### config.mk
export PLATFORM = sky130hd
export DESIGN_NAME = rpn_stack_calc_flat
export DESIGN_NICKNAME = d
export VERILOG_FILES = /design/src/rtl/rpn_pkg.sv /design/src/rtl/rpn_stack_calc_if.sv /design/src/rtl/rpn_stack_calc_bin2bcd_seq.sv /design/src/rtl/rpn_stack_calc.sv /design/src/flat_wrapper.sv
export SDC_FILE = /design/constraint.sdc
export NUM_CORES = 1
export LEC_CHECK = 0
export CAP_MARGIN = 20
export CELL_PAD_IN_SITES_DETAIL_PLACEMENT = 1
export CELL_PAD_IN_SITES_GLOBAL_PLACEMENT = 1
export CORE_UTILIZATION = 30
export CTS_BUF_LIST = sky130_fd_sc_hd__clkbuf_4
export DETAILED_ROUTE_END_ITERATION = 7
export GPL_TIMING_DRIVEN = 0
export PLACE_DENSITY_LB_ADDON = 0.1
export SLEW_MARGIN = 20
export SYNTH_ARGS = -nofsm -noshare
export SYNTH_HDL_FRONTEND = slang
export SYNTH_HIERARCHICAL = 1
export SYNTH_SLANG_ARGS = --single-unit
### constraint.sdc
create_clock -name clk -period 11.1 [get_ports clk]
set_input_delay 2.22 -clock clk [delete_from_list [all_inputs] [get_ports clk]]
set_output_delay 2.22 -clock clk [all_outputs]
set_load 0.02 [all_outputs]
### src/rtl/rpn_pkg.sv
// -----------------------------------------------------------------------------
// rpn_pkg
// Shared definitions for the RPN stack calculator:
//   - op_e          : arithmetic / stack operation encodings
//   - err_code_e    : command error encodings reported on err_code
//   - bcd_state_e   : states of the sequential double-dabble converter
//   - digit_to_seg  : BCD digit to active-high abcdefg segment pattern
// -----------------------------------------------------------------------------
package rpn_pkg;

    typedef enum logic [1:0] {
        OP_MUL  = 2'b00,
        OP_ADD  = 2'b01,
        OP_SUB  = 2'b10,
        OP_SWAP = 2'b11
    } op_e;

    typedef enum logic [1:0] {
        ERR_NONE      = 2'b00,
        ERR_OVERFLOW  = 2'b01,
        ERR_UNDERFLOW = 2'b10,
        ERR_RSVD      = 2'b11
    } err_code_e;

    typedef enum logic [1:0] {
        BCD_IDLE  = 2'b00,
        BCD_SHIFT = 2'b01,
        BCD_DONE  = 2'b10
    } bcd_state_e;

    localparam logic [6:0] SEG_BLANK = 7'b0000000;

    // Segment order is abcdefg with 'a' in bit 6; non-decimal codes go dark.
    function automatic logic [6:0] digit_to_seg(input logic [3:0] digit);
        logic [6:0] seg;
        case (digit)
            4'd0:    seg = 7'b1111110;
            4'd1:    seg = 7'b0110000;
            4'd2:    seg = 7'b1101101;
            4'd3:    seg = 7'b1111001;
            4'd4:    seg = 7'b0110011;
            4'd5:    seg = 7'b1011011;
            4'd6:    seg = 7'b1011111;
            4'd7:    seg = 7'b1110000;
            4'd8:    seg = 7'b1111111;
            4'd9:    seg = 7'b1110011;
            default: seg = SEG_BLANK;
        endcase
        return seg;
    endfunction

endpackage

### src/rtl/rpn_stack_calc_if.sv
// -----------------------------------------------------------------------------
// rpn_stack_calc_if
// Command and status bundle of the RPN calculator.
//   master : drives din/push/op_valid/op/pop/clear, observes status and seg
//   slave  : the calculator itself
// Status: top, count, empty, full, arith_ovf, err, err_code, busy, seg.
// -----------------------------------------------------------------------------
interface rpn_stack_calc_if #(
    parameter int WIDTH  = 8,
    parameter int DEPTH  = 16,
    parameter int DIGITS = 3
);
    localparam int CW = $clog2(DEPTH + 1);

    logic [WIDTH-1:0]    din;
    logic                push;
    logic                op_valid;
    logic [1:0]          op;
    logic                pop;
    logic                clear;

    logic [WIDTH-1:0]    top;
    logic [CW-1:0]       count;
    logic                empty;
    logic                full;
    logic                arith_ovf;
    logic                err;
    logic [1:0]          err_code;
    logic                busy;
    logic [7*DIGITS-1:0] seg;

    modport master (
        output din, push, op_valid, op, pop, clear,
        input  top, count, empty, full, arith_ovf, err, err_code, busy, seg
    );

    modport slave (
        input  din, push, op_valid, op, pop, clear,
        output top, count, empty, full, arith_ovf, err, err_code, busy, seg
    );
endinterface

### src/rtl/rpn_stack_calc_bin2bcd_seq.sv
// -----------------------------------------------------------------------------
// bin2bcd_seq
// Sequential double-dabble binary-to-BCD converter.
//   clk, rst : clock, synchronous active-high reset
//   start    : load bin and (re)start; accepted in any state
//   bin      : binary value to convert
//   busy     : conversion in progress (SHIFT or DONE)
//   done     : one-cycle strobe, bcd holds the finished result
//   bcd      : DIGITS packed BCD digits, units in [3:0]
// Timeline after start: load, WIDTH add-3-then-shift cycles, one DONE cycle.
// -----------------------------------------------------------------------------
module bin2bcd_seq
    import rpn_pkg::*;
#(
    parameter int WIDTH  = 8,
    parameter int DIGITS = 3
) (
    input  logic                  clk,
    input  logic                  rst,
    input  logic                  start,
    input  logic [WIDTH-1:0]      bin,
    output logic                  busy,
    output logic                  done,
    output logic [4*DIGITS-1:0]   bcd
);
    localparam int BW = 4 * DIGITS;
    localparam int SW = BW + WIDTH;
    localparam int CW = $clog2(WIDTH + 1);

    bcd_state_e      state_q, state_d;
    logic [SW-1:0]   sreg_q, sreg_d;
    logic [CW-1:0]   cnt_q, cnt_d;

    // One double-dabble iteration: every BCD nibble >= 5 gets +3, then shift left.
    function automatic logic [SW-1:0] dabble_step(input logic [SW-1:0] s);
        logic [SW-1:0] t;
        logic [3:0]    nib;
        t = s;
        for (int i = 0; i < DIGITS; i++) begin
            nib = t[WIDTH + 4*i +: 4];
            if (nib >= 4'd5) begin
                t[WIDTH + 4*i +: 4] = nib + 4'd3;
            end else begin
                t[WIDTH + 4*i +: 4] = nib;
            end
        end
        return {t[SW-2:0], 1'b0};
    endfunction

    // Converter state, working shift register and iteration counter.
    always_ff @(posedge clk) begin
        if (rst) begin
            state_q <= BCD_IDLE;
            sreg_q  <= '0;
            cnt_q   <= '0;
        end else begin
            state_q <= state_d;
            sreg_q  <= sreg_d;
            cnt_q   <= cnt_d;
        end
    end

    // Next-state logic; a start in any state reloads, which gives restart-on-change.
    always_comb begin
        state_d = state_q;
        sreg_d  = sreg_q;
        cnt_d   = cnt_q;
        if (start) begin
            state_d = BCD_SHIFT;
            sreg_d  = {{BW{1'b0}}, bin};
            cnt_d   = '0;
        end else begin
            case (state_q)
                BCD_IDLE: begin
                    state_d = BCD_IDLE;
                end
                BCD_SHIFT: begin
                    sreg_d = dabble_step(sreg_q);
                    cnt_d  = cnt_q + CW'(1);
                    if (cnt_q == CW'(WIDTH - 1)) begin
                        state_d = BCD_DONE;
                    end else begin
                        state_d = BCD_SHIFT;
                    end
                end
                BCD_DONE: begin
                    state_d = BCD_IDLE;
                end
                default: begin
                    state_d = BCD_IDLE;
                end
            endcase
        end
    end

    // A start arriving in DONE supersedes the result, so done is suppressed.
    assign busy = (state_q != BCD_IDLE);
    assign done = (state_q == BCD_DONE) && !start;
    assign bcd  = sreg_q[SW-1:WIDTH];

endmodule

### src/rtl/rpn_stack_calc.sv
// -----------------------------------------------------------------------------
// rpn_stack_calc
// Reverse-Polish calculator: operand stack with multiply/add/subtract/swap,
// pop and clear, explicit overflow/underflow/arithmetic-overflow flags, and a
// seven-segment rendering of the top of stack via a sequential BCD converter.
//   clk : rising-edge clock
//   rst : synchronous active-high reset
//   bus : rpn_stack_calc_if.slave (commands in, status and seg out)
// Command priority within a cycle: clear > pop > op_valid > push.
// Build option RPN_LZ_BLANK_EN: blank leading-zero digits (units always shown).
// -----------------------------------------------------------------------------
module rpn_stack_calc
    import rpn_pkg::*;
#(
    parameter int WIDTH  = 8,
    parameter int DEPTH  = 16,
    parameter int DIGITS = 3
) (
    input  logic            clk,
    input  logic            rst,
    rpn_stack_calc_if.slave bus
);
    localparam int CW = $clog2(DEPTH + 1);
    localparam int IW = (DEPTH > 1) ? $clog2(DEPTH) : 1;
    localparam int SW = 7 * DIGITS;
    localparam int BW = 4 * DIGITS;

    // BCD digits to segment bus, digit 0 (units) in the low 7 bits.
    function automatic logic [SW-1:0] seg_encode(input logic [BW-1:0] bcd);
        logic [SW-1:0] s;
        logic [3:0]    digit;
`ifdef RPN_LZ_BLANK_EN
        logic          lead;
        lead = 1'b1;
`endif
        s = '0;
        for (int i = DIGITS - 1; i >= 0; i--) begin
            digit = bcd[4*i +: 4];
`ifdef RPN_LZ_BLANK_EN
            if (lead && (digit == 4'd0) && (i != 0)) begin
                s[7*i +: 7] = SEG_BLANK;
            end else begin
                lead        = 1'b0;
                s[7*i +: 7] = digit_to_seg(digit);
            end
`else
            s[7*i +: 7] = digit_to_seg(digit);
`endif
        end
        return s;
    endfunction

    logic [WIDTH-1:0]   stack_q [DEPTH];
    logic [WIDTH-1:0]   stack_d [DEPTH];
    logic [CW-1:0]      count_q, count_d;
    logic [WIDTH-1:0]   top_q, top_d;
    logic               arith_ovf_q, arith_ovf_d;
    logic               err_q, err_d;
    logic [1:0]         err_code_q, err_code_d;
    logic               empty_q, full_q;
    logic               start_q;
    logic [SW-1:0]      seg_q, seg_d;

    logic [CW-1:0]      cnt_m1_s;
    logic [IW-1:0]      idx_a_s, idx_b_s, idx_push_s;
    logic [WIDTH-1:0]   opa_s;
    logic [2*WIDTH-1:0] prod_s;
    logic [WIDTH:0]     sum_s, diff_s;

    logic               conv_busy_s, conv_done_s;
    logic [BW-1:0]      conv_bcd_s;

    // a sits at count-2, b at count-1; b is always mirrored in top_q.
    assign cnt_m1_s   = count_q - CW'(1);
    assign idx_a_s    = IW'(count_q - CW'(2));
    assign idx_b_s    = IW'(count_q - CW'(1));
    assign idx_push_s = IW'(count_q);
    assign opa_s      = stack_q[idx_a_s];

    assign prod_s = {{WIDTH{1'b0}}, opa_s} * {{WIDTH{1'b0}}, top_q};
    assign sum_s  = {1'b0, opa_s} + {1'b0, top_q};
    assign diff_s = {1'b0, opa_s} - {1'b0, top_q};

    // Command decode: one command per cycle, lower-priority strobes dropped.
    always_comb begin
        stack_d     = stack_q;
        count_d     = count_q;
        top_d       = top_q;
        arith_ovf_d = arith_ovf_q;
        err_d       = err_q;
        err_code_d  = err_code_q;
        if (bus.clear) begin
            count_d     = '0;
            top_d       = '0;
            arith_ovf_d = 1'b0;
            err_d       = 1'b0;
            err_code_d  = ERR_NONE;
        end else if (bus.pop) begin
            if (count_q == CW'(0)) begin
                err_d      = 1'b1;
                err_code_d = ERR_UNDERFLOW;
            end else begin
                count_d = cnt_m1_s;
                if (count_q >= CW'(2)) begin
                    top_d = opa_s;
                end else begin
                    top_d = '0;
                end
            end
        end else if (bus.op_valid) begin
            if (count_q < CW'(2)) begin
                err_d      = 1'b1;
                err_code_d = ERR_UNDERFLOW;
            end else begin
                case (bus.op)
                    OP_MUL: begin
                        stack_d[idx_a_s] = prod_s[WIDTH-1:0];
                        top_d            = prod_s[WIDTH-1:0];
                        count_d          = cnt_m1_s;
                        arith_ovf_d      = |prod_s[2*WIDTH-1:WIDTH];
                    end
                    OP_ADD: begin
                        stack_d[idx_a_s] = sum_s[WIDTH-1:0];
                        top_d            = sum_s[WIDTH-1:0];
                        count_d          = cnt_m1_s;
                        arith_ovf_d      = sum_s[WIDTH];
                    end
                    OP_SUB: begin
                        stack_d[idx_a_s] = diff_s[WIDTH-1:0];
                        top_d            = diff_s[WIDTH-1:0];
                        count_d          = cnt_m1_s;
                        arith_ovf_d      = diff_s[WIDTH];
                    end
                    OP_SWAP: begin
                        stack_d[idx_a_s] = top_q;
                        stack_d[idx_b_s] = opa_s;
                        top_d            = opa_s;
                        arith_ovf_d      = 1'b0;
                    end
                    default: begin
                        top_d = top_q;
                    end
                endcase
            end
        end else if (bus.push) begin
            if (count_q == CW'(DEPTH)) begin
                err_d      = 1'b1;
                err_code_d = ERR_OVERFLOW;
            end else begin
                stack_d[idx_push_s] = bus.din;
                top_d               = bus.din;
                count_d             = count_q + CW'(1);
            end
        end else begin
            top_d = top_q;
        end
    end

    // Operand storage: not reset, nothing above count-1 is ever read.
    always_ff @(posedge clk) begin
        stack_q <= stack_d;
    end

    // Status registers and the conversion trigger (fires on any change of top).
    always_ff @(posedge clk) begin
        if (rst) begin
            count_q     <= '0;
            top_q       <= '0;
            arith_ovf_q <= 1'b0;
            err_q       <= 1'b0;
            err_code_q  <= ERR_NONE;
            empty_q     <= 1'b1;
            full_q      <= 1'b0;
            start_q     <= 1'b0;
            seg_q       <= seg_encode('0);
        end else begin
            count_q     <= count_d;
            top_q       <= top_d;
            arith_ovf_q <= arith_ovf_d;
            err_q       <= err_d;
            err_code_q  <= err_code_d;
            empty_q     <= (count_d == CW'(0));
            full_q      <= (count_d == CW'(DEPTH));
            start_q     <= (top_d != top_q);
            seg_q       <= seg_d;
        end
    end

    // Display holds its value until the converter reports a finished result.
    always_comb begin
        seg_d = seg_q;
        if (conv_done_s) begin
            seg_d = seg_encode(conv_bcd_s);
        end else begin
            seg_d = seg_q;
        end
    end

    bin2bcd_seq #(
        .WIDTH  (WIDTH),
        .DIGITS (DIGITS)
    ) u_bin2bcd (
        .clk   (clk),
        .rst   (rst),
        .start (start_q),
        .bin   (top_q),
        .busy  (conv_busy_s),
        .done  (conv_done_s),
        .bcd   (conv_bcd_s)
    );

    assign bus.top       = top_q;
    assign bus.count     = count_q;
    assign bus.empty     = empty_q;
    assign bus.full      = full_q;
    assign bus.arith_ovf = arith_ovf_q;
    assign bus.err       = err_q;
    assign bus.err_code  = err_code_q;
    assign bus.busy      = conv_busy_s;
    assign bus.seg       = seg_q;

endmodule

### src/flat_wrapper.sv
// flat-port wrapper written by rule: the top's interface ports become plain ports
module rpn_stack_calc_flat import rpn_pkg::*;
#(
    parameter int WIDTH  = 8,
    parameter int DEPTH  = 16,
    parameter int DIGITS = 3
)
  (clk, rst, bus_din, bus_push, bus_op_valid, bus_op, bus_pop, bus_clear, bus_top, bus_count, bus_empty, bus_full, bus_arith_ovf, bus_err, bus_err_code, bus_busy, bus_seg);
  rpn_stack_calc_if #(.WIDTH(WIDTH), .DEPTH(DEPTH), .DIGITS(DIGITS)) bus_i ();
  input  logic clk;
  input  logic rst;
  input wire logic [$bits(bus_i.din)-1:0] bus_din;
  input wire logic [$bits(bus_i.push)-1:0] bus_push;
  input wire logic [$bits(bus_i.op_valid)-1:0] bus_op_valid;
  input wire logic [$bits(bus_i.op)-1:0] bus_op;
  input wire logic [$bits(bus_i.pop)-1:0] bus_pop;
  input wire logic [$bits(bus_i.clear)-1:0] bus_clear;
  output wire logic [$bits(bus_i.top)-1:0] bus_top;
  output wire logic [$bits(bus_i.count)-1:0] bus_count;
  output wire logic [$bits(bus_i.empty)-1:0] bus_empty;
  output wire logic [$bits(bus_i.full)-1:0] bus_full;
  output wire logic [$bits(bus_i.arith_ovf)-1:0] bus_arith_ovf;
  output wire logic [$bits(bus_i.err)-1:0] bus_err;
  output wire logic [$bits(bus_i.err_code)-1:0] bus_err_code;
  output wire logic [$bits(bus_i.busy)-1:0] bus_busy;
  output wire logic [$bits(bus_i.seg)-1:0] bus_seg;
  assign bus_i.din = bus_din;
  assign bus_i.push = bus_push;
  assign bus_i.op_valid = bus_op_valid;
  assign bus_i.op = bus_op;
  assign bus_i.pop = bus_pop;
  assign bus_i.clear = bus_clear;
  assign bus_top = bus_i.top;
  assign bus_count = bus_i.count;
  assign bus_empty = bus_i.empty;
  assign bus_full = bus_i.full;
  assign bus_arith_ovf = bus_i.arith_ovf;
  assign bus_err = bus_i.err;
  assign bus_err_code = bus_i.err_code;
  assign bus_busy = bus_i.busy;
  assign bus_seg = bus_i.seg;
  rpn_stack_calc #(.WIDTH(WIDTH), .DEPTH(DEPTH), .DIGITS(DIGITS)) u_core (.clk(clk), .rst(rst), .bus(bus_i));
endmodule
After elaboration in Yosys (flattened, before gate mapping) --
Memory sizes are Yosys's and may differ from the RTL's. A register that Yosys moved wholly into a read port is not among the register bits. Cells that the tools add are included.
Word-level totals: flip-flop bits (word level) 174, ROM bits 336, bits of input ports 16, output and inout port bits 41, word-level logic and storage cells 152, memories 3
Operators by class: add/sub/neg operators 9, $mul 1, order comparisons 11, equal/unequal tests 13, muxes and demuxes 58, bitwise gates (word level) 7, reduce and logical (&&, ||, !) cells 21
Memory list:
- (name not given) | words 16, bits a word 7, read ports 1, clocked after Yosys merged registers in 1, write ports 0, RTL line rpn_pkg.sv:36 | case (digit)
- (name not given) | words 16, bits a word 7, read ports 1, clocked after Yosys merged registers in 1, write ports 0, RTL line rpn_pkg.sv:36
- (name not given) | words 16, bits a word 7, read ports 1, clocked after Yosys merged registers in 1, write ports 0, RTL line rpn_pkg.sv:36
Operators by type and width (count):
- $bwmux 128 | 6
- $mux 128 | 4
- $pmux 128 s4 | 1
- $mux 8 | 15
- $demux 8 s4 | 3
- $mux 5 | 8
- $bmux 8 s4 | 1
- $pmux 8 s4 | 1
- $mul 8x8->16 | 1
- $ge 5x5->1 const B | 3
- $lt 5x1->1 const B | 3
- $not 4->5 | 3
- $mux 2 | 7
- $ge 4x3->1 const B | 3
- $eq 5x5->1 const B | 2
- $logic_not 5->1 | 2
- $add 8x8->9 | 1
- $sub 8x8->9 | 1
- $add 4x2->4 const B | 2
- $mux 1 | 8
- $mux 4 | 2
- $ne 8x8->1 | 1
- $reduce_or 8->1 | 1
- $eq 2x2->1 const B | 3
- other kinds (25) | 38

Longest topological paths before layout --
Gate-level depths: netlist of run 1.
word-level depth 12, mapped depth 29

Modules after synthesis --
The synthesis of run 1 kept the hierarchy.
Modules (own cells, without submodules):
- rpn_stack_calc | instances 1, cells each 2151, area each 16951.3 um2, sequential area each 4664.5 um2
- bin2bcd_seq | instances 1, cells each 170, area each 1413.9 um2, sequential area each 520.5 um2

Least setup slack after synthesis of run 1 --
No wires, ideal clock.
kind register -> register, start reg u_core.count_q[1] (netlist: u_core/bus.count[1]), end reg u_core.start_q, library setup time 0.144 ns, arrival 6.683 ns, data required time 10.956 ns, setup slack 4.273 ns, stages on the path, launching flop included 29, path buffers 5, cells stage by stage dfxtp_1 buf_2 buf_2 buf_2 inv_1 ha_1 clkbuf_1 inv_1 nor2_1 a22oi_1 nand2_1 clkbuf_1 ha_1 inv_1 fa_1 inv_1 fa_1 ha_1 inv_1 fa_1 inv_1 ha_1 a21oi_1 xnor2_1 a221o_1 a211oi_1 mux2_2 nor4_2 a41oi_2
Between the ends: cells in the longest elaborated chain, start to end 12
RTL lines:
- start: declaration | RTL line rpn_stack_calc.sv:55 | logic [CW-1:0] count_q, count_d;
- start signal: assignment | RTL line rpn_stack_calc.sv:177 | count_q <= count_d;
- $sub 4x2->4 | RTL line rpn_stack_calc.sv:75 | assign idx_a_s = IW'(count_q - CW'(2));
- $not 4->5 (not written as such) | RTL line rpn_stack_calc.sv:78 | assign opa_s = stack_q[idx_a_s];
- $bmux 8 s4 | RTL line rpn_stack_calc.sv:78
- $mux 8 (not written as such) (2 in a row) | RTL line rpn_stack_calc.sv:78
- $mul 8x8->16 (tied with other cells) | RTL line rpn_stack_calc.sv:80 | assign prod_s = {{WIDTH{1'b0}}, opa_s} * {{WIDTH{1'b0}}, top_q};
- $pmux 8 s4 | RTL line rpn_stack_calc.sv:115 | case (bus.op)
- $mux 8 | RTL line rpn_stack_calc.sv:111 | if (count_q < CW'(2)) begin
- $mux 8 | RTL line rpn_stack_calc.sv:110 | end else if (bus.op_valid) begin
- $mux 8 * | RTL line rpn_stack_calc.sv:98 | end else if (bus.pop) begin
- $mux 8 * | RTL line rpn_stack_calc.sv:92 | if (bus.clear) begin
- $ne 8x8->1 * | RTL line rpn_stack_calc.sv:184 | start_q <= (top_d != top_q);
- end signal: assignment | RTL line rpn_stack_calc.sv:184
- end: declaration | RTL line rpn_stack_calc.sv:61 | logic start_q;
Mark *: on every way between the ends. The rest lies on a longest branch, timed or not. The select of a mux whose other input is x is not followed. A chain may end at the register's enable or synchronous reset.

Worst setup path after layout of run 1 --
start reg u_core.count_q[1] (netlist: u_core/bus.count[1]), end reg u_core/stack_q[102] (netlist bit), data pin
Between the ends: cells in the longest elaborated chain, start to end 11
RTL lines:
- parallel branches: the longest is 10 deep, another holds $mul 8x8->16
- $mux 128 * | RTL line rpn_stack_calc.sv:110
- end signal: assignment | RTL line rpn_stack_calc.sv:161 | stack_q <= stack_d;
- end: declaration | RTL line rpn_stack_calc.sv:53 | logic [WIDTH-1:0] stack_q [DEPTH];
Mark *: on every way between the ends. The select of a mux whose other input is x is not followed.

==> results of run 1 <==
==> metal layers <==
layer	up-vias	wire length, um	GRT usage (%)
met2	1258	46700	51.9
met4	8	7470	21.6
li1	8630	-	-
met1	10500	46700	48.4
met5	-	64	0
met3	328	11000	7.30
==> cell usage in the layout, fill, tap and decap left out, types with 17 or more instances in the layout <==
cell and instances:
buf_4 17, edfxtp_1 128, clkdlybuf4s50_1 55, fa_1 38, dfxtp_1 67, o22ai_1 28
xnor2_1 17, nand3_1 46, inv_1 105, nand2_1 233, and2_1 26, a21oi_1 268
nand2b_1 29, a211oi_1 28, mux2i_1 20, and3_1 28, mux4_2 33, clkbuf_4 17
o21ai_0 225, nor2_1 285, nor2b_1 30, o221ai_1 92, nor3_1 25, clkbuf_1 147
ha_1 86
==> through the flow <==
stage / cell area (um2) / utilization [%] / total power (uW) / setup slack (ns)
5_1_grt: 20400 / 33.7 / 2670 / 0.342
2_1_floorplan: 18400 / - / 1510 / 4.27
3_3_place_gp: 19900 / 32.9 / 2040 / 0.604
6_report: 20400 / 33.7 / 2600 / 0.384
4_1_cts: 20300 / 33.6 / 2550 / 0.695
3_5_place_dp: 20000 / 33.1 / 2070 / 0.701
==> state kept, by name, summed over array words and instances, names as in the netlist, 2 cells and up <==
| name | count |
|---|---|
| u_core/stack_q | 128 |
| u_core/u_bin2bcd/sreg_q | 20 |
| u_core/bus.seg | 21 |
| u_core/bus.top | 8 |
| u_core/bus.err_code | 2 |
| u_core/bus.count | 5 |
| u_core/u_bin2bcd/cnt_q | 4 |
| u_core/u_bin2bcd/state_q | 2 |
==> layout make-up <==
type / instances / area (um2)
Antenna cell: 6 / 15.0
Buffer: 210 / 936
Clock buffer: 17 / 128
Clock inverter: 15 / 183
Fill cell: 7254 / 40100
Inverter: 112 / 420
Multi-Input combinational cell: 1804 / 11900
Sequential cell: 195 / 5180
Tap cell: 782 / 978
Timing Repair Buffer: 63 / 644
==> worst max-delay path by stage <==
stage | startpoint | endpoint | slack, ns | cells after the start
3_3_place_gp | u_core/bus.count[1]$_SDFF_PP0_ | u_core/stack_q[53]$_DFFE_PP_ | 0.60 | 22
4_1_cts | u_core/bus.count[1]$_SDFF_PP0_ | u_core/stack_q[22]$_DFFE_PP_ | 0.70 | 24
3_5_place_dp | u_core/bus.count[1]$_SDFF_PP0_ | u_core/stack_q[22]$_DFFE_PP_ | 0.70 | 24
6_report | u_core/bus.count[1]$_SDFF_PP0_ | u_core/stack_q[102]$_DFFE_PP_ | 0.38 | 26
5_1_grt | u_core/bus.count[1]$_SDFF_PP0_ | u_core/start_q$_SDFF_PP0_ | 0.34 | 28
2_1_floorplan | u_core/bus.count[1]$_SDFF_PP0_ | u_core/start_q$_SDFF_PP0_ | 4.27 | 28
==> report_power, final <==
group / switching, uW / total (uW) / internal, uW
logic: 961 / 1300 / 335
clock network: 348 / 476 / 128
registers: 24.5 / 828 / 804
total: 1330 / 2600 / 1270
==> synthesized netlist by cell type, drive strengths merged, types with 14 or more instances <==
master,instances
o211ai,16
and3,28
nor2,287
a211oi,28
buf,48
fa,38
nor2b,30
ha,86
a21o,16
clkbuf,162
nand2,234
dfxtp,67
nand3,46
nor3,26
mux4,33
a21oi,271
o22ai,29
edfxtp,128
inv,107
o21ai,236
or2,14
and2,26
nand2b,29
xnor2,18
mux2i,23
o221ai,93
==> cells by family (layout without fill, tap and decap cells) <==
family                     Yosys count  in the layout  share of synthesized area [%]
and+or+nand+nor                    769            769                           19.2
muxes                               66             66                           6.07
adders and majority gates          124            124                           10.0
AOI/OAI and AO/OA                  815            815                           27.8
other                                0              6                              0
DFF                                195            195                           28.2
xor gates and xnor gates            30             30                           1.47
buffers and inverters              322            417                           7.28
==> critical path: cells and delay by family, from the launching register on <==
kind,cells,cell delay (ns)
simple gates,3,1.25
fa+ha+maj,7,2.66
buf+inv,12,4.54
xor+xnor,1,0.29
flops,1,0.56
compound gates,3,1.05
==> run_results.csv, run 1 <==
group,metric,value,unit
worst_hold_path,hold_path.class,"flop to flop",
global_route,overflow,0,
worst_setup_path,r2r-start,"u_core/bus.count[1]$_SDFF_PP0_",
flow_run,maxCapViolations,0,
synthesis,yosysWarnings,6,
floorplanning,dieHeight,249,um
clock_tree,clock_sinks,195,
floorplanning,design.core.area,60500,um2
clock_tree,worstSkewPairLatency,0.85,ns
sta,fin_crit,10.72,ns
clock_tree,clk_path_buf_depth,2,
sta,fin_crit_sh,96.5,%
clock_tree,cts_resized,0,
sta,rsz0062_at_grt,"false",
sta,slew_viol_final,0,
pwr,power.ir.vdd_worst,76.9,uV
sta,slew_headroom,13.8,%
synthesis,synth_top_cell_by_area,"edfxtp_1",
synthesis,yosysUniqueCellTypes,87,
place,hpwl,80800,um
worst_setup_path,ff2ff_setup_slack,0.38,ns
worst_setup_path,reg2reg_depth,26,
worst_setup_path,startpoint_type,"flop",
floorplanning,start_util,30.4,%
floorplanning,dieArea,62200,um2
sta,whs,0.490,ns
worst_hold_path,holdPathStages,2,
clock_tree,cts_setup_buffers,0,
place,dp.cells,3165,
synthesis,mappedNetlistArea,18400,um2
synthesis,syn-instance-count,2321,
synthesis,yosys-top-cells-area,"edfxtp_1 (21%), a21oi_1 (7.4%), dfxtp_1 (7.3%)",
synthesis,synthArstFlopShare,0,%
worst_setup_path,cp-end-kind,"flop",
route,drt_drc_violations_left,0,
synthesis,synth-seq-cells,195,
route,final_antenna_net_count,0,
global_route,grt_pass1_vias,20600,
sta,skew,0.0357,ns
place,place.gp.congestion,1.02,
sta,setup_violations,0,
route,drt-total-wl,112000,um
worst_setup_path,cp.required,11.65,ns
pwr,power_leakage,0.00705,uW
global_route,grt_usage,35.7,%
synthesis,synth_edf_count,128,
clock_tree,cts_root_buf,"clkbuf_4",
worst_setup_path,path_common_cell,"inv_1",
status,run_status,"finished, final reports clean",
worst_hold_path,holdPathEnd,"u_core/u_bin2bcd/sreg_q[4]$_SDFFE_PP0P_",
floorplanning,die_x,249,um
synthesis,synth_seq_area_share,28.2,%
route,firstDrtPassIters,7,
sta,max_freq,0.0933,GHz
clock_tree,cts_max_level,4,
global_route,grt_max_degree,21,
sta,tns,0,ns
route,vias,20700,
route,wl_per_cell,34.9,um
floorplanning,ios,57,
route,drt_iter0_drc,2472,
route,viasPerCell,6.47,
synthesis,syn_area_per_cell,7.91,um2
place,portBuffers,55,
global_route,antenna_found_initial,10,
sta,worst_slew_pin_slew,1.29,ns
clock_tree,cts_made_buffers,17,
global_route,grt_pass1_wl,157000,um
finish,final_layout_size_suffix_gt1_share,7.45,%
worst_setup_path,critPathSlowestCell,"clkbuf_1",
worst_setup_path,path_max_fanout,11,
worst_setup_path,path_class,"flop to flop",
synthesis,synth-main-ff-cell,"edfxtp_1",
worst_setup_path,crit_arrival,11.27,ns
synthesis,synth_top_area_share,20.9,%
worst_hold_path,hold_start,"u_core/u_bin2bcd/sreg_q[3]$_SDFFE_PP0P_",
synthesis,synth_nets,2461,
clock_tree,path_clk_slew,0.20,ns
finish,area_delta_synth_final,10.9,%
worst_setup_path,r2r-end,"u_core/stack_q[102]$_DFFE_PP_",
sta,finalHoldViolCount,0,
pwr,pwr_density_cell,128,nW/um2
worst_setup_path,critPathMaxStageDelay,0.98,ns
finish,instances_no_fill,3204,
clock_tree,cts_tree,"built",
floorplanning,rows,90,
clock_tree,postCtsHoldBufs,0,
finish,final_nets,2543,
(Power assumes the default switching activity.)
==> run 2, diff against run 1 <==
--- a/config.mk
+++ b/config.mk
@@ -13,7 +13,6 @@
 export DETAILED_ROUTE_END_ITERATION = 7
 export GPL_TIMING_DRIVEN = 0
 export PLACE_DENSITY_LB_ADDON = 0.1
-export SLEW_MARGIN = 20
 export SYNTH_ARGS = -nofsm -noshare
 export SYNTH_HDL_FRONTEND = slang
 export SYNTH_HIERARCHICAL = 1
==> run 2 against run 1 <==
Against the previous run:
- critical path depth increased by 1
- critical endpoint is now u_core/stack_q[63]$_DFFE_PP_
- non-clock buffer count rose by 15
- first-iteration DRC count shrank 1.6%
- highest routed layer unchanged
- final area grew 1.0%
==> run_results.csv, run 2 (same netlist as run 1, synthesis figures left out) <==
group,metric,value,unit
sta,worst_slew_pin_slew,1.32,ns
worst_hold_path,holdPathStages,2,
clock_tree,cts_tree,"built",
worst_setup_path,path_max_fanout,11,
worst_setup_path,startpoint_type,"flop",
route,drt_iter0_drc,2433,
clock_tree,clock_sinks,195,
finish,largest_register_ffs,128,
clock_tree,path_clk_slew,0.22,ns
global_route,grt_max_degree,22,
sta,fin_crit_sh,96.5,%
clock_tree,worstSkewPairLatency,0.85,ns
clock_tree,cts_made_buffers,17,
route,final_antenna_net_count,0,
worst_setup_path,critPathSlowestCell,"clkinv_1",
place,dp.cells,3179,
route,wl_per_cell,34.4,um
clock_tree,postCtsHoldBufs,0,
finish,final_common_cell,"nor2_1",
floorplanning,start_util,30.4,%
global_route,grt_usage,35.4,%
worst_setup_path,crit_arrival,11.38,ns
finish,final_nets,2558,
finish,area_delta_synth_final,12.0,%
worst_setup_path,r2r-end,"u_core/stack_q[63]$_DFFE_PP_",
place,dp_worst_setup_slack,0.722,ns
worst_setup_path,path_class,"flop to flop",
place,placed_cell_area,20200,um2
sta,slew_viol_final,0,
worst_setup_path,cp-end-kind,"flop",
finish,top_register,"u_core/stack_q",
sta,setup_violations,0,
sta,max_freq,0.0934,GHz
worst_hold_path,holdPathEnd,"u_core/u_bin2bcd/sreg_q[0]$_SDFFE_PP0P_",
finish,final_layout_size_suffix_gt1_share,7.28,%
sta,finalHoldViolCount,0,
pwr,power,2620,uW
sta,rsz0062_at_grt,"false",
global_route,grt_pass1_vias,20400,
clock_tree,cts_root_buf,"clkbuf_4",
flow_run,maxCapViolations,0,
worst_setup_path,cp.required,11.77,ns
floorplanning,design.core.area,60500,um2
worst_setup_path,reg2reg_depth,27,
worst_setup_path,critPathMaxStageDelay,0.87,ns
pwr,power.ir.vdd_worst,76.2,uV
floorplanning,ios,57,
floorplanning,dieArea,62200,um2
route,drt_drc_violations_left,0,
sta,finalWorstSetupSlack,0.393,ns
sta,fin_crit,10.71,ns
finish,final_cell_mix,"nor2_1 (285), a21oi_1 (270), nand2_1 (233)",
floorplanning,die_x,249,um
floorplanning,dieHeight,249,um
route,firstDrtPassIters,5,
finish,fin_area,20600,um2
global_route,grt_pass1_wl,156000,um
sta,slew_headroom,11.9,%
global_route,antenna_found_initial,8,
pwr,power_leakage,0.00711,uW
worst_setup_path,critical_path.startpoint,"u_core/bus.count[1]$_SDFF_PP0_",
place,portBuffers,55,
route,vias,20700,
floorplanning,rows,90,
route,drt-total-wl,111000,um
clock_tree,cts_resized,0,
clock_tree,clk_path_buf_depth,2,
worst_hold_path,hold_path.class,"flop to flop",
global_route,overflow,0,
pwr,pwr_density_cell,127,nW/um2
clock_tree,cts_setup_buffers,0,
status,run_status,"finished, final reports clean",
sta,tns,0,ns
finish,instances_no_fill,3223,
clock_tree,cts_max_level,4,
place,place.gp.congestion,1.02,
sta,skew,0.0326,ns
worst_setup_path,r2r-start,"u_core/bus.count[1]$_SDFF_PP0_",
route,viasPerCell,6.44,
worst_hold_path,hold_start,"u_core/u_bin2bcd/sreg_q[0]$_SDFFE_PP0P_",
worst_setup_path,ff2ff_setup_slack,0.39,ns
place,hpwl,82000,um
[run 2: cell types whose count changed in the layout (fill, tap and decap cells not counted), moves of 4 or more]
cell,before,now
clkbuf_1,147,162
buf_8,1,17
diode_2,6,10
buf_6,11,7
clkbuf_2,15,0
[run 2: area by class of cell]
type / count / area (um2)
Antenna cell: 10 / 25.0
Buffer: 210 / 917
Clock inverter: 15 / 181
Clock buffer: 17 / 128
Timing Repair Buffer: 78 / 882
Fill cell: 7305 / 39900
Multi-Input combinational cell: 1804 / 11900
Sequential cell: 195 / 5180
Inverter: 112 / 420
Tap cell: 782 / 978
[run 2: critical path: cells and delay by family (launching register included)]
family,cells,cell delay (ns)
buf+inv,12,4.37
fa+ha+maj,6,2.40
compound gates,2,0.16
simple gates,3,0.78
xor+xnor,2,1.23
mux,2,0.93
flops,1,0.58
[run 2: report_power, final]
part / total, uW / switching [uW] / internal [uW] / leakage, uW
clock network: 477 / 366 / 111 / 0.000165
logic: 1320 / 959 / 357 / 0.00521
registers: 828 / 24.5 / 804 / 0.00173
total: 2620 / 1350 / 1270 / 0.00711
[run 2: layer usage]
layer  share of wire, %  up-vias  global-route usage, %
met5              0.018        -                      0
met4                6.3        2                   20.3
met3                9.3      345                   7.90
met2                 42     1213                   52.2
met1                 42    10500                   47.5
li1                   -     8661                      -
[run 2: how the worst max path moves through the flow]
stage / to / slack [ns] / cells past startpoint
after floorplan: u_core/start_q$_SDFF_PP0_ / 4.27 / 28
after global placement: u_core/stack_q[53]$_DFFE_PP_ / 0.60 / 22
after detailed placement: u_core/stack_q[22]$_DFFE_PP_ / 0.72 / 24
after CTS: u_core/stack_q[22]$_DFFE_PP_ / 0.66 / 24
after global routing: u_core/stack_q[63]$_DFFE_PP_ / 0.40 / 27
final: u_core/stack_q[63]$_DFFE_PP_ / 0.39 / 27
[run 2: per-stage QoR]
stage                     hold slack [ns]  utilization, %
final                               0.496            34.0
after global routing                0.525            34.0
after CTS                           0.498            33.9
after detailed placement            0.467            33.4
after global placement              0.463            32.9
after floorplan                     0.432               -
==> run 3, diff against run 2 <==
--- a/config.mk
+++ b/config.mk
@@ -17,3 +17,4 @@
 export SYNTH_HDL_FRONTEND = slang
 export SYNTH_HIERARCHICAL = 1
 export SYNTH_SLANG_ARGS = --single-unit
+export TNS_END_PERCENT = 20
==> results of run 3 <==
Final layout, timing and power as in run 2 (identical DEF).
